<file path="src/rtl/booth_mul_seq.sv">
// Sequential radix-2 Booth multiplier. Operands arrive one after the other on
// inbus (multiplicand, then multiplier); signed or unsigned operation is
// chosen per run. Operands are widened by one bit so that the same Booth
// recoding covers both modes, at the cost of one extra iteration.
module booth_mul_seq #(
    parameter int WIDTH = 8,
    parameter int CNT_W = $clog2(WIDTH + 2)
) (
    input  logic               clk,
    input  logic               rst_n,
    input  logic               enable,
    input  logic               start,
    input  logic               signed_mode,
    input  logic [WIDTH-1:0]   inbus,
    output logic               ld_m,
    output logic               ld_q,
    output logic               busy,
    output logic               done,
    output logic [2*WIDTH-1:0] product
);

    // state   | meaning
    // IDLE    | waiting for start (with enable)
    // LOAD_M  | capture multiplicand from inbus, clear accumulator
    // LOAD_Q  | capture multiplier from inbus
    // DECIDE  | inspect {Q[0],qm1} to choose add/sub or plain shift
    // ADDSUB  | A +/- M
    // SHIFT   | arithmetic right shift of {A,Q,qm1}; last one goes to OUT
    // INCR    | advance iteration counter
    // OUT     | latch product, pulse done

    localparam int W1 = WIDTH + 1;
    localparam logic [CNT_W-1:0] LAST_CNT = CNT_W'(W1 - 1);

    typedef enum logic [2:0] {
        IDLE,
        LOAD_M,
        LOAD_Q,
        DECIDE,
        ADDSUB,
        SHIFT,
        INCR,
        OUT
    } state_t;

    state_t               state_q, state_d;
    logic [W1-1:0]        a_q, a_d;
    logic [W1-1:0]        q_q, q_d;
    logic [W1-1:0]        m_q, m_d;
    logic                 qm1_q, qm1_d;
    logic [CNT_W-1:0]     count_q, count_d;
    logic                 mode_q, mode_d;
    logic [2*WIDTH-1:0]   product_q, product_d;
    logic                 ld_m_q, ld_m_d;
    logic                 ld_q_q, ld_q_d;
    logic                 busy_q, busy_d;
    logic                 done_q, done_d;

    // Widen an operand by one bit; the extra bit is a sign copy only in signed mode.
    function automatic logic [W1-1:0] extend(input logic [WIDTH-1:0] v, input logic sgn);
        return {sgn & v[WIDTH-1], v};
    endfunction

    // Next-state, datapath and output decode.
    always_comb begin
        state_d   = state_q;
        a_d       = a_q;
        q_d       = q_q;
        m_d       = m_q;
        qm1_d     = qm1_q;
        count_d   = count_q;
        mode_d    = mode_q;
        product_d = product_q;

        case (state_q)
            IDLE: begin
                if (start && enable) begin
                    state_d = LOAD_M;
                    mode_d  = signed_mode;
                end
            end
            LOAD_M: begin
                m_d     = extend(inbus, mode_q);
                a_d     = '0;
                qm1_d   = 1'b0;
                count_d = '0;
                state_d = LOAD_Q;
            end
            LOAD_Q: begin
                q_d     = extend(inbus, mode_q);
                state_d = DECIDE;
            end
            DECIDE: begin
                state_d = (q_q[0] ^ qm1_q) ? ADDSUB : SHIFT;
            end
            ADDSUB: begin
                // Only reached for pairs 10 (subtract) and 01 (add).
                a_d     = q_q[0] ? (a_q - m_q) : (a_q + m_q);
                state_d = SHIFT;
            end
            SHIFT: begin
                a_d     = {a_q[W1-1], a_q[W1-1:1]};
                q_d     = {a_q[0], q_q[W1-1:1]};
                qm1_d   = q_q[0];
                state_d = (count_q == LAST_CNT) ? OUT : INCR;
            end
            INCR: begin
                count_d = count_q + CNT_W'(1);
                state_d = DECIDE;
            end
            OUT: begin
                // Low 2*WIDTH bits of {A,Q}; the top two bits of A are redundant.
                product_d = {a_q[WIDTH-2:0], q_q};
                state_d   = IDLE;
            end
            default: begin
                state_d = IDLE;
            end
        endcase

        // Losing enable abandons the run from any active state.
        if ((state_q != IDLE) && !enable) begin
            state_d = IDLE;
        end

        // Outputs are registered from the next state so they track the state register exactly.
        ld_m_d = (state_d == LOAD_M);
        ld_q_d = (state_d == LOAD_Q);
        busy_d = (state_d != IDLE);
        done_d = (state_d == OUT);
    end

    // State, datapath and output registers.
    always_ff @(posedge clk or negedge rst_n) begin
        if (!rst_n) begin
            state_q   <= IDLE;
            a_q       <= '0;
            q_q       <= '0;
            m_q       <= '0;
            qm1_q     <= 1'b0;
            count_q   <= '0;
            mode_q    <= 1'b0;
            product_q <= '0;
            ld_m_q    <= 1'b0;
            ld_q_q    <= 1'b0;
            busy_q    <= 1'b0;
            done_q    <= 1'b0;
        end else begin
            state_q   <= state_d;
            a_q       <= a_d;
            q_q       <= q_d;
            m_q       <= m_d;
            qm1_q     <= qm1_d;
            count_q   <= count_d;
            mode_q    <= mode_d;
            product_q <= product_d;
            ld_m_q    <= ld_m_d;
            ld_q_q    <= ld_q_d;
            busy_q    <= busy_d;
            done_q    <= done_d;
        end
    end

    assign ld_m    = ld_m_q;
    assign ld_q    = ld_q_q;
    assign busy    = busy_q;
    assign done    = done_q;
    assign product = product_q;

endmodule

</file>
<file path="config.mk">
export PLATFORM = sky130hd
export DESIGN_NAME = booth_mul_seq
export DESIGN_NICKNAME = d
export VERILOG_FILES = /design/src/rtl/booth_mul_seq.sv
export SDC_FILE = /design/constraint.sdc
export NUM_CORES = 1
export LEC_CHECK = 0
export ABC_CLOCK_PERIOD_IN_PS = 2490
export CAP_MARGIN = 20
export CORE_ASPECT_RATIO = 1.25
export CORE_UTILIZATION = 51
export DETAILED_ROUTE_END_ITERATION = 12
export HOLD_SLACK_MARGIN = 0.06
export PLACE_DENSITY = 0.76
export SYNTH_ARGS = -nofsm -noshare
export SYNTH_HDL_FRONTEND = slang
export SYNTH_SLANG_ARGS = --single-unit
</file>
<file path="constraint.sdc">
create_clock -name clk -period 2.49 [get_ports clk]
set_input_delay 0.249 -clock clk [delete_from_list [all_inputs] [get_ports clk]]
set_output_delay 0.249 -clock clk [all_outputs]
set_load 0.05 [all_outputs]
</file>
==> impl_metrics.toml, run 1 <==
[global_routing]
grt_pass1_vias = 2303
grt_start_max_net_pins = 31
grt.met2_usage = 0.386
grt_pass1_wl_um = 10400
grt_busiest_layer = "met2"
grt.total_usage = 0.211
use_met3 = 0.0353
overflow = 0
met1_usage = 0.259
antenna_found_initial = 0

[cts]
clk_latency_ns = 0.31
clockBufferDepth = 2
h-tree-depth = 2
numCtsBuffers = 5
cts_tree = "yes"
clockRootBuffer = "clkbuf_8"
clock_sinks = 56
cts.clk_slew.worst_paths_ns = 0.11

[finish]
multi_input_area_um2 = 1570
fin_nets = 369
synthToLayoutAreaGrowth_pct = 22.6
fill_cells = 477
diodes = 0
seq_area_um2 = 1400
design_area_um2 = 3750
drive_above_1_share = 0.183

[sta]
setup_tns_ns = -0.160
setup_viol = 2
setup_ws_ns = -0.107
rsz0062_at_grt = "true"
period_share = 1.04
hold_viol = 0
fin_worst_skew_ns = 0.0109
maxSlewHeadroom = 0.584
slew_viol_final = 0
hold_slack_ns = 0.483
fmax_mhz = 385
finalCriticalPeriod_ns = 2.60
worst_pin_slew_ns = 0.624

[status]
status = "finished with violations"
violations = "DRC, setup timing"

[setup_path]
cp-end-kind = "flip-flop"
critPathTopFamily = "compound AO/OA/AOI/OAI gates"
crit_top_cell = "buf_4"
worstPathRequired_ns = 2.69
crit_buf_inv = 3
cpPeakStageDelay_ns = 0.39
worst-path-max-fanout = 3
critical_path_class = "flip-flop to flip-flop"
worstPathCellList = "buf_4 -> inv_2 -> ha_2 -> nor3b_4 -> nor2_1 -> xnor2_1 -> ha_1 -> o21ai_1 -> o31a_1 -> o21ai_2 -> xnor2_2 -> buf_4 -> a21oi_2 -> nand2_1"
crit_arrival_ns = 2.80
cp_slowest_cell = "dfrtp_1"
critPathLaunchType = "flip-flop"

[routing]
wl_per_cell_um = 15.6
viasPerCell = 5.74
dr.pass1.iters = 8
vias = 2324
routed_wl_um = 6320
drt_iter0_markers = 88
remaining_drc_errors = 5
ant_nets = 0

[die]
die-area_um2 = 6310
core_area_um2 = 5780
fp.dieW_um = 71.2
start_util = 0.529
ios = 33
die_h_um = 88.6
placementRows = 31

[min_path]
hold_path_class = "input port to async pin"

[placed_design]
gp_congestion = 0.833
placed_cell_area_um2 = 3530
hpwl_um = 4440
io_buffers = 32

[synthesis]
synth_top_family_by_area = "compound AO/OA/AOI/OAI gates"
synth_ff_type = "dfrtp_1"
synth_compound_area_frac = 0.153
synth-xor-area-share = 0.0516
avgSynthCellArea_um2 = 10.8
yosys.area_share.simple = 0.106
synth_mux_area_frac = 0.107
synth_cell_type_count = 47
synth_largest_area_cell = "dfrtp_1"
ys_ff_latch = 56
synth_edf_count = 0
netlist_top_cells_area = "dfrtp_1, ha_1, mux2_1"
syn_nets = 315
async_flop_share = 1.00
yosys-top-cells-count = "dfrtp_1, a21oi_1, nand2_1"
synthesis.area_um2 = 3060
yosysWarnings = 0
synth-seq-area-share = 0.458
yosys.area.top_type_share = 0.458
synth_adder_area_share = 0.0761
yosysMostFrequentCell = "dfrtp_1"
synthCells = 284

[flow_run]
drv_cap = 0
final timing paths:
path / start / end / slack (ns) / cells after the start
max in group asynchronous: rst_n / ld_q$_DFF_PN0_ / 1.43 / 3
setup / recovery: m_q[0]$_DFFE_PN0P_ / a_q[8]$_DFFE_PN0P_ / -0.11 / 14
min in group clk: product[0]$_DFFE_PN0P_ / product[0]$_DFFE_PN0P_ / 0.49 / 2
hold reg to reg: product[0]$_DFFE_PN0P_ / product[0]$_DFFE_PN0P_ / 0.49 / 2
setup reg to reg: m_q[0]$_DFFE_PN0P_ / a_q[8]$_DFFE_PN0P_ / -0.11 / 14
hold / removal: rst_n / m_q[7]$_DFFE_PN0P_ / 0.48 / 2
metal layers:
layer  part of all wire  vias to the layer above
met1               0.44                     1149
met2               0.53                       49
met5                  0                        -
li1                   -                     1119
met4             0.0082                        0
met3              0.027                        7
cell usage in the layout (no fill, tap or decap), types with 2 or more instances in the layout:
cell             Yosys  final
nand3_1              3      3
mux2i_1              9      8
inv_1               12     11
xnor2_1             13     12
buf_4                0     25
o22ai_1              2      2
a22o_1              11     11
a31oi_1              2      2
a21oi_2              0      2
o21a_1               2      2
a211oi_1             9      8
dfrtp_1             56     56
ha_1                17     16
nor2_1              17     15
clkdlybuf4s50_1      0     31
xor2_1               5      5
o21ai_0              5      5
a21oi_1             19     17
mux2_1              13     13
nand2_1             18     18
nand2b_1             5      5
nor3_1               2      2
clkbuf_8             0      5
a32oi_1              2      2
mux2_2               8      8
o21ai_1             12     12
inv_2                2      3
nor2b_1              9      9
area by class of cell:
class                      count  area share
sequential                    56       0.374
clock buffer                   6      0.0194
inverter                      15      0.0184
multi-input combinational    201       0.420
clock inverter                 2     0.00434
tap                           66      0.0220
timing repair buffer          59       0.142
stage by stage:
step / instances / worst slack, ns / utilization
floorplan: 284 / 0.00155 / -
global placement: 389 / -0.0327 / 0.611
detailed placement: 389 / -0.114 / 0.611
CTS: 402 / -0.0861 / 0.641
global route: 405 / -0.264 / 0.648
finish: 405 / -0.107 / 0.648
repair_timing:
item	CTS	global route
setup endpoints to repair	2	4
gates resized for setup	11	4
pin swaps	11	6
buffers inserted	4	3
hold buffers	1	0
endpoints found under the hold margin	26	0
sequential cells by signal, summed over array words and instances (netlist names):
signal and cells:
product 16, a_q 9, m_q 9, q_q 9
count_q 4, state_q 3, busy 1, done 1
ld_m 1, ld_q 1, mode_q 1, qm1_q 1
worst reg2reg max path, stage by stage, from the launching register on:
cell and delay, ns:
dfrtp_1 0.39, buf_4 0.15, inv_2 0.06, ha_2 0.18, nor3b_4 0.21, nor2_1 0.07
xnor2_1 0.14, ha_1 0.31, o21ai_1 0.09, o31a_1 0.32, o21ai_2 0.16, xnor2_2 0.09
buf_4 0.15, a21oi_2 0.12, nand2_1 0.06
cell families after synthesis:
logic type	count (synthesis)
buf+inv	27
compound gates	71
simple gates	64
fa+ha+maj	18
flops	56
xor+xnor	18
mux	30
Power of run 1 is not shown: default switching activity piles up to over one toggle a cycle in this logic, so the estimate is an artifact.
==> inputs of run 2 (changes only) <==
Settings changed: ABC_CLOCK_PERIOD_IN_PS 2490 to 2300, CORE_UTILIZATION 51 to 53, CTS_BUF_LIST set to sky130_fd_sc_hd__clkbuf_4, GPL_TIMING_DRIVEN set to 0, PLACE_DENSITY 0.76 to 0.79.
Clock period 2.49 ns to 2.3 ns, I/O delays scaled along.
==> impl_metrics.toml, run 2 (same netlist as run 1, synthesis figures left out) <==
[setup_path]
worstPathRequired_ns = 2.63
critPathLaunchType = "flip-flop"
cp-end-kind = "flip-flop"
cpPeakStageDelay_ns = 0.55
worst-path-max-fanout = 3
cp_slowest_cell = "or4_4"
critical_path_class = "flip-flop to flip-flop"
crit_top_cell = "xnor2_1"
worstPathCellList = "or4_4 -> nor2_4 -> nor2_2 -> xnor2_1 -> ha_1 -> inv_2 -> o31a_1 -> o21ai_2 -> xnor2_1 -> a311o_1 -> nand2_1"
reg2reg_slack_ns = -0.31
crit_arrival_ns = 2.94

[placed_design]
io_buffers = 32
gp_congestion = 0.883
dp.cells = 381
hpwl_um = 4730

[routing]
drt_iter0_markers = 134
routed_wl_um = 6390
wl_per_cell_um = 16.1
dr.pass1.iters = 4
ant_nets = 0
remaining_drc_errors = 0
vias = 2283
viasPerCell = 5.77

[cts]
clk_latency_ns = 0.39
clockBufferDepth = 2
clock_sinks = 56
clockRootBuffer = "clkbuf_4"
numCtsBuffers = 5
h-tree-depth = 2
cts_tree = "yes"
cts.clk_slew.worst_paths_ns = 0.17

[finish]
final_common_cell = "dfrtp_1"
diodes = 0
final_cell_mix = "dfrtp_1, clkdlybuf4s50_1, a21oi_1, nand2_1, ha_1"
final_cells = 396
largest_reg_flops = 16
synthToLayoutAreaGrowth_pct = 18.2
post-route-util = 0.659
fin_nets = 362
drive_above_1_share = 0.136

[die]
fp.dieW_um = 69.9
die_h_um = 86.9
ios = 33
start_util = 0.558
placementRows = 30
die-area_um2 = 6080
core_area_um2 = 5480

[global_routing]
grt_pass1_wl_um = 10700
grt_start_max_net_pins = 38
grt_pass1_vias = 2267
overflow = 0
grt.total_usage = 0.223
antenna_found_initial = 0

[sta]
finalCriticalPeriod_ns = 2.61
fmax_mhz = 383
slew_viol_final = 0
setup_ws_ns = -0.310
hold_viol = 0
rsz0062_at_grt = "true"
setup_viol = 3
maxSlewHeadroom = 0.521
worst_pin_slew_ns = 0.718
period_share = 1.13
fin_worst_skew_ns = 0.0171

[min_path]
hold_path_class = "input port to async pin"

[status]
violations = "setup timing"
status = "finished with violations"

[flow_run]
drv_cap = 0
-- run 2: timing repair --
| action | in CTS | in global routing |
|---|---|---|
| cloned | 0 | 0 |
| hold buffers | 1 | 0 |
| resized for setup | 2 | 5 |
| hold endpoints to repair | 19 | 0 |
| buffers inserted | 5 | 1 |
| pin swaps | 4 | 2 |
| endpoints found under the setup margin | 3 | 6 |
-- run 2: final cells by class --
type	instances	area, µm²
inverter	15	68.8
clock buffer	5	37.5
fill	438	1870
timing repair buffer	40	390
tap	64	80.1
buffer	12	78.8
multi-input combinational	201	1540
clock inverter	3	21.3
sequential	56	1400
-- run 2: path summary, 6_finish.rpt --
path                                         startpoint                 endpoint  cells after the start
worst max-delay path                 m_q[1]$_DFFE_PN0P_       a_q[8]$_DFFE_PN0P_                     11
worst min-delay path                              rst_n           ld_m$_DFF_PN0_                      2
worst max register to register       m_q[1]$_DFFE_PN0P_       a_q[8]$_DFFE_PN0P_                     11
worst min register to register  product[13]$_DFFE_PN0P_  product[13]$_DFFE_PN0P_                      1
max in group asynchronous                         rst_n   count_q[3]$_DFFE_PN0P_                      3
min in group clk                            signed_mode       mode_q$_DFFE_PN0P_                      2
-- run 2: worst max-delay path: cells and delay by family (launching register included) --
family / cells / cell delay (ns)
compound gates: 3 / 0.70
xor+xnor: 2 / 0.22
fa+ha+maj: 1 / 0.34
buf+inv: 1 / 0.05
flops: 1 / 0.44
simple gates: 4 / 0.77
-- run 2: stage by stage --
stage	setup TNS [ns]	setup slack [ns]	cell area [µm²]	hold WS [ns]
floorplan	-0.180	-0.151	3060	-0.0656
CTS	-0.577	-0.267	3590	0.328
finish	-0.682	-0.310	3610	0.312
global placement	-39.28	-0.695	3460	0.468
global route	-1.27	-0.433	3610	0.346
detailed placement	-0.607	-0.295	3470	0.217
-- run 2: routing by layer --
layer / GRT usage / vias to the layer above / share of wire
met5: 0 / - / 0
met4: 0.0636 / 0 / 0.012
met3: 0.0347 / 8 / 0.035
met2: 0.399 / 40 / 0.52
met1: 0.281 / 1135 / 0.43
li1: - / 1100 / -
Power of run 2 is left out for the same reason.
==> inputs of run 3 (changes only) <==
Settings changed: ABC_CLOCK_PERIOD_IN_PS 2300 to 2500, CORE_UTILIZATION 53 to 55, PLACE_DENSITY 0.79 to 0.78.
Clock period 2.3 ns to 2.5 ns, I/O delays scaled along.
==> impl_metrics.toml, run 3 (same netlist as run 1, synthesis figures left out) <==
[status]
status = "finished with violations"
violations = "setup timing"

[finish]
final_common_cell = "dfrtp_1"
fin_nets = 364
largest_reg_flops = 16
fill_cells = 444
synthToLayoutAreaGrowth_pct = 18.7
final_cell_mix = "dfrtp_1, clkdlybuf4s50_1, a21oi_1"
drive_above_1_share = 0.135
diodes = 0

[routing]
ant_nets = 0
routed_wl_um = 6440
remaining_drc_errors = 0
drt_iter0_markers = 131
vias = 2293
dr.pass1.iters = 6
viasPerCell = 5.76
wl_per_cell_um = 16.2

[die]
placementRows = 30
core_area_um2 = 5410
die_h_um = 85.4
start_util = 0.566
die-area_um2 = 5860
fp.dieW_um = 68.7
ios = 33

[sta]
maxSlewHeadroom = 0.525
setup_viol = 2
setup_ws_ns = -0.146
worst_pin_slew_ns = 0.712
finalCriticalPeriod_ns = 2.65
rsz0062_at_grt = "true"
fin_worst_skew_ns = 0.0241
slew_viol_final = 0
period_share = 1.06
hold_viol = 0
fmax_mhz = 378

[setup_path]
startpoint = "m_q[3]$_DFFE_PN0P_"
r2r-start = "m_q[3]$_DFFE_PN0P_"
worst-path-max-fanout = 3
crit_arrival_ns = 2.97
critPathLaunchType = "flip-flop"
worstPathRequired_ns = 2.82
cp-end-kind = "flip-flop"
reg2reg_depth = 11
critical_path_class = "flip-flop to flip-flop"

[cts]
clk_latency_ns = 0.39
clockRootBuffer = "clkbuf_4"
cts_tree = "yes"
h-tree-depth = 2
numCtsBuffers = 5
clockBufferDepth = 2
clock_sinks = 56
cts.clk_slew.worst_paths_ns = 0.17

[global_routing]
overflow = 0
antenna_found_initial = 0
grt_start_max_net_pins = 37
grt_pass1_vias = 2285
grt.total_usage = 0.245
grt_pass1_wl_um = 10600

[placed_design]
gp_congestion = 0.861
place_ws_ns = -0.171
hpwl_um = 4690
io_buffers = 32

[flow_run]
drv_cap = 0

[min_path]
hold_path_class = "input port to async pin"
-- run 3: per-stage QoR --
step                instance area, µm²  hold slack (ns)  cells  utilization  setup TNS [ns]
detailed placement                3470            0.245    381        0.642          -0.186
finish                            3630            0.348    398        0.671          -0.222
global route                      3630            0.387    398        0.671          -0.621
floorplan                         3060          -0.0456    284            -               0
CTS                               3610            0.357    396        0.667         -0.0970
global placement                  3460            0.469    380        0.640          -29.91
-- run 3: final cells by class --
| cell class | instances | area (µm²) | share of cell area |
|---|---|---|---|
| multi-input cells | 201 | 1530 | 0.423 |
| repair buffers | 42 | 405 | 0.112 |
| clock inverters | 3 | 22.5 | 0.00621 |
| clock buffers | 5 | 37.5 | 0.0103 |
| plain buffers | 12 | 78.8 | 0.0217 |
| well taps | 64 | 80.1 | 0.0221 |
| inverters | 15 | 68.8 | 0.0190 |
| flip-flops and latches | 56 | 1400 | 0.386 |
-- run 3: critical path: stages (launching register included) --
cell and delay (ns):
dfrtp_1 0.43, or4_4 0.56, nor2_4 0.11, nor2_2 0.04
xnor2_1 0.13, ha_1 0.34, inv_2 0.05, o31a_1 0.26
o21ai_2 0.13, xnor2_1 0.10, a311o_1 0.36, nand2_1 0.07
-- run 3: timing repair --
action | in CTS | in global routing
hold endpoints to repair | 20 | 0
resized for setup | 5 | 1
pin swaps | 3 | 1
hold buffers | 1 | 0
setup buffers | 6 | 2
endpoints found under the setup margin | 2 | 3
-- run 3: worst paths after layout --
check                                    endpoint  slack, ns
min in group clk               mode_q$_DFFE_PN0P_       0.44
setup reg to reg               a_q[8]$_DFFE_PN0P_      -0.15
setup / recovery               a_q[8]$_DFFE_PN0P_      -0.15
hold reg to reg            product[9]$_DFFE_PN0P_       0.51
max in group asynchronous      a_q[0]$_DFFE_PN0P_       1.60
hold / removal               state_q[1]$_DFF_PN0_       0.35
-- run 3: metal layers --
layer,GRT usage,share of wire,vias to the layer above
met5,0,0,-
met2,0.410,0.51,40
met4,0.0833,0.023,0
met3,0.0417,0.025,13
met1,0.310,0.44,1134
li1,-,-,1106
Power of run 3 is left out for the same reason.
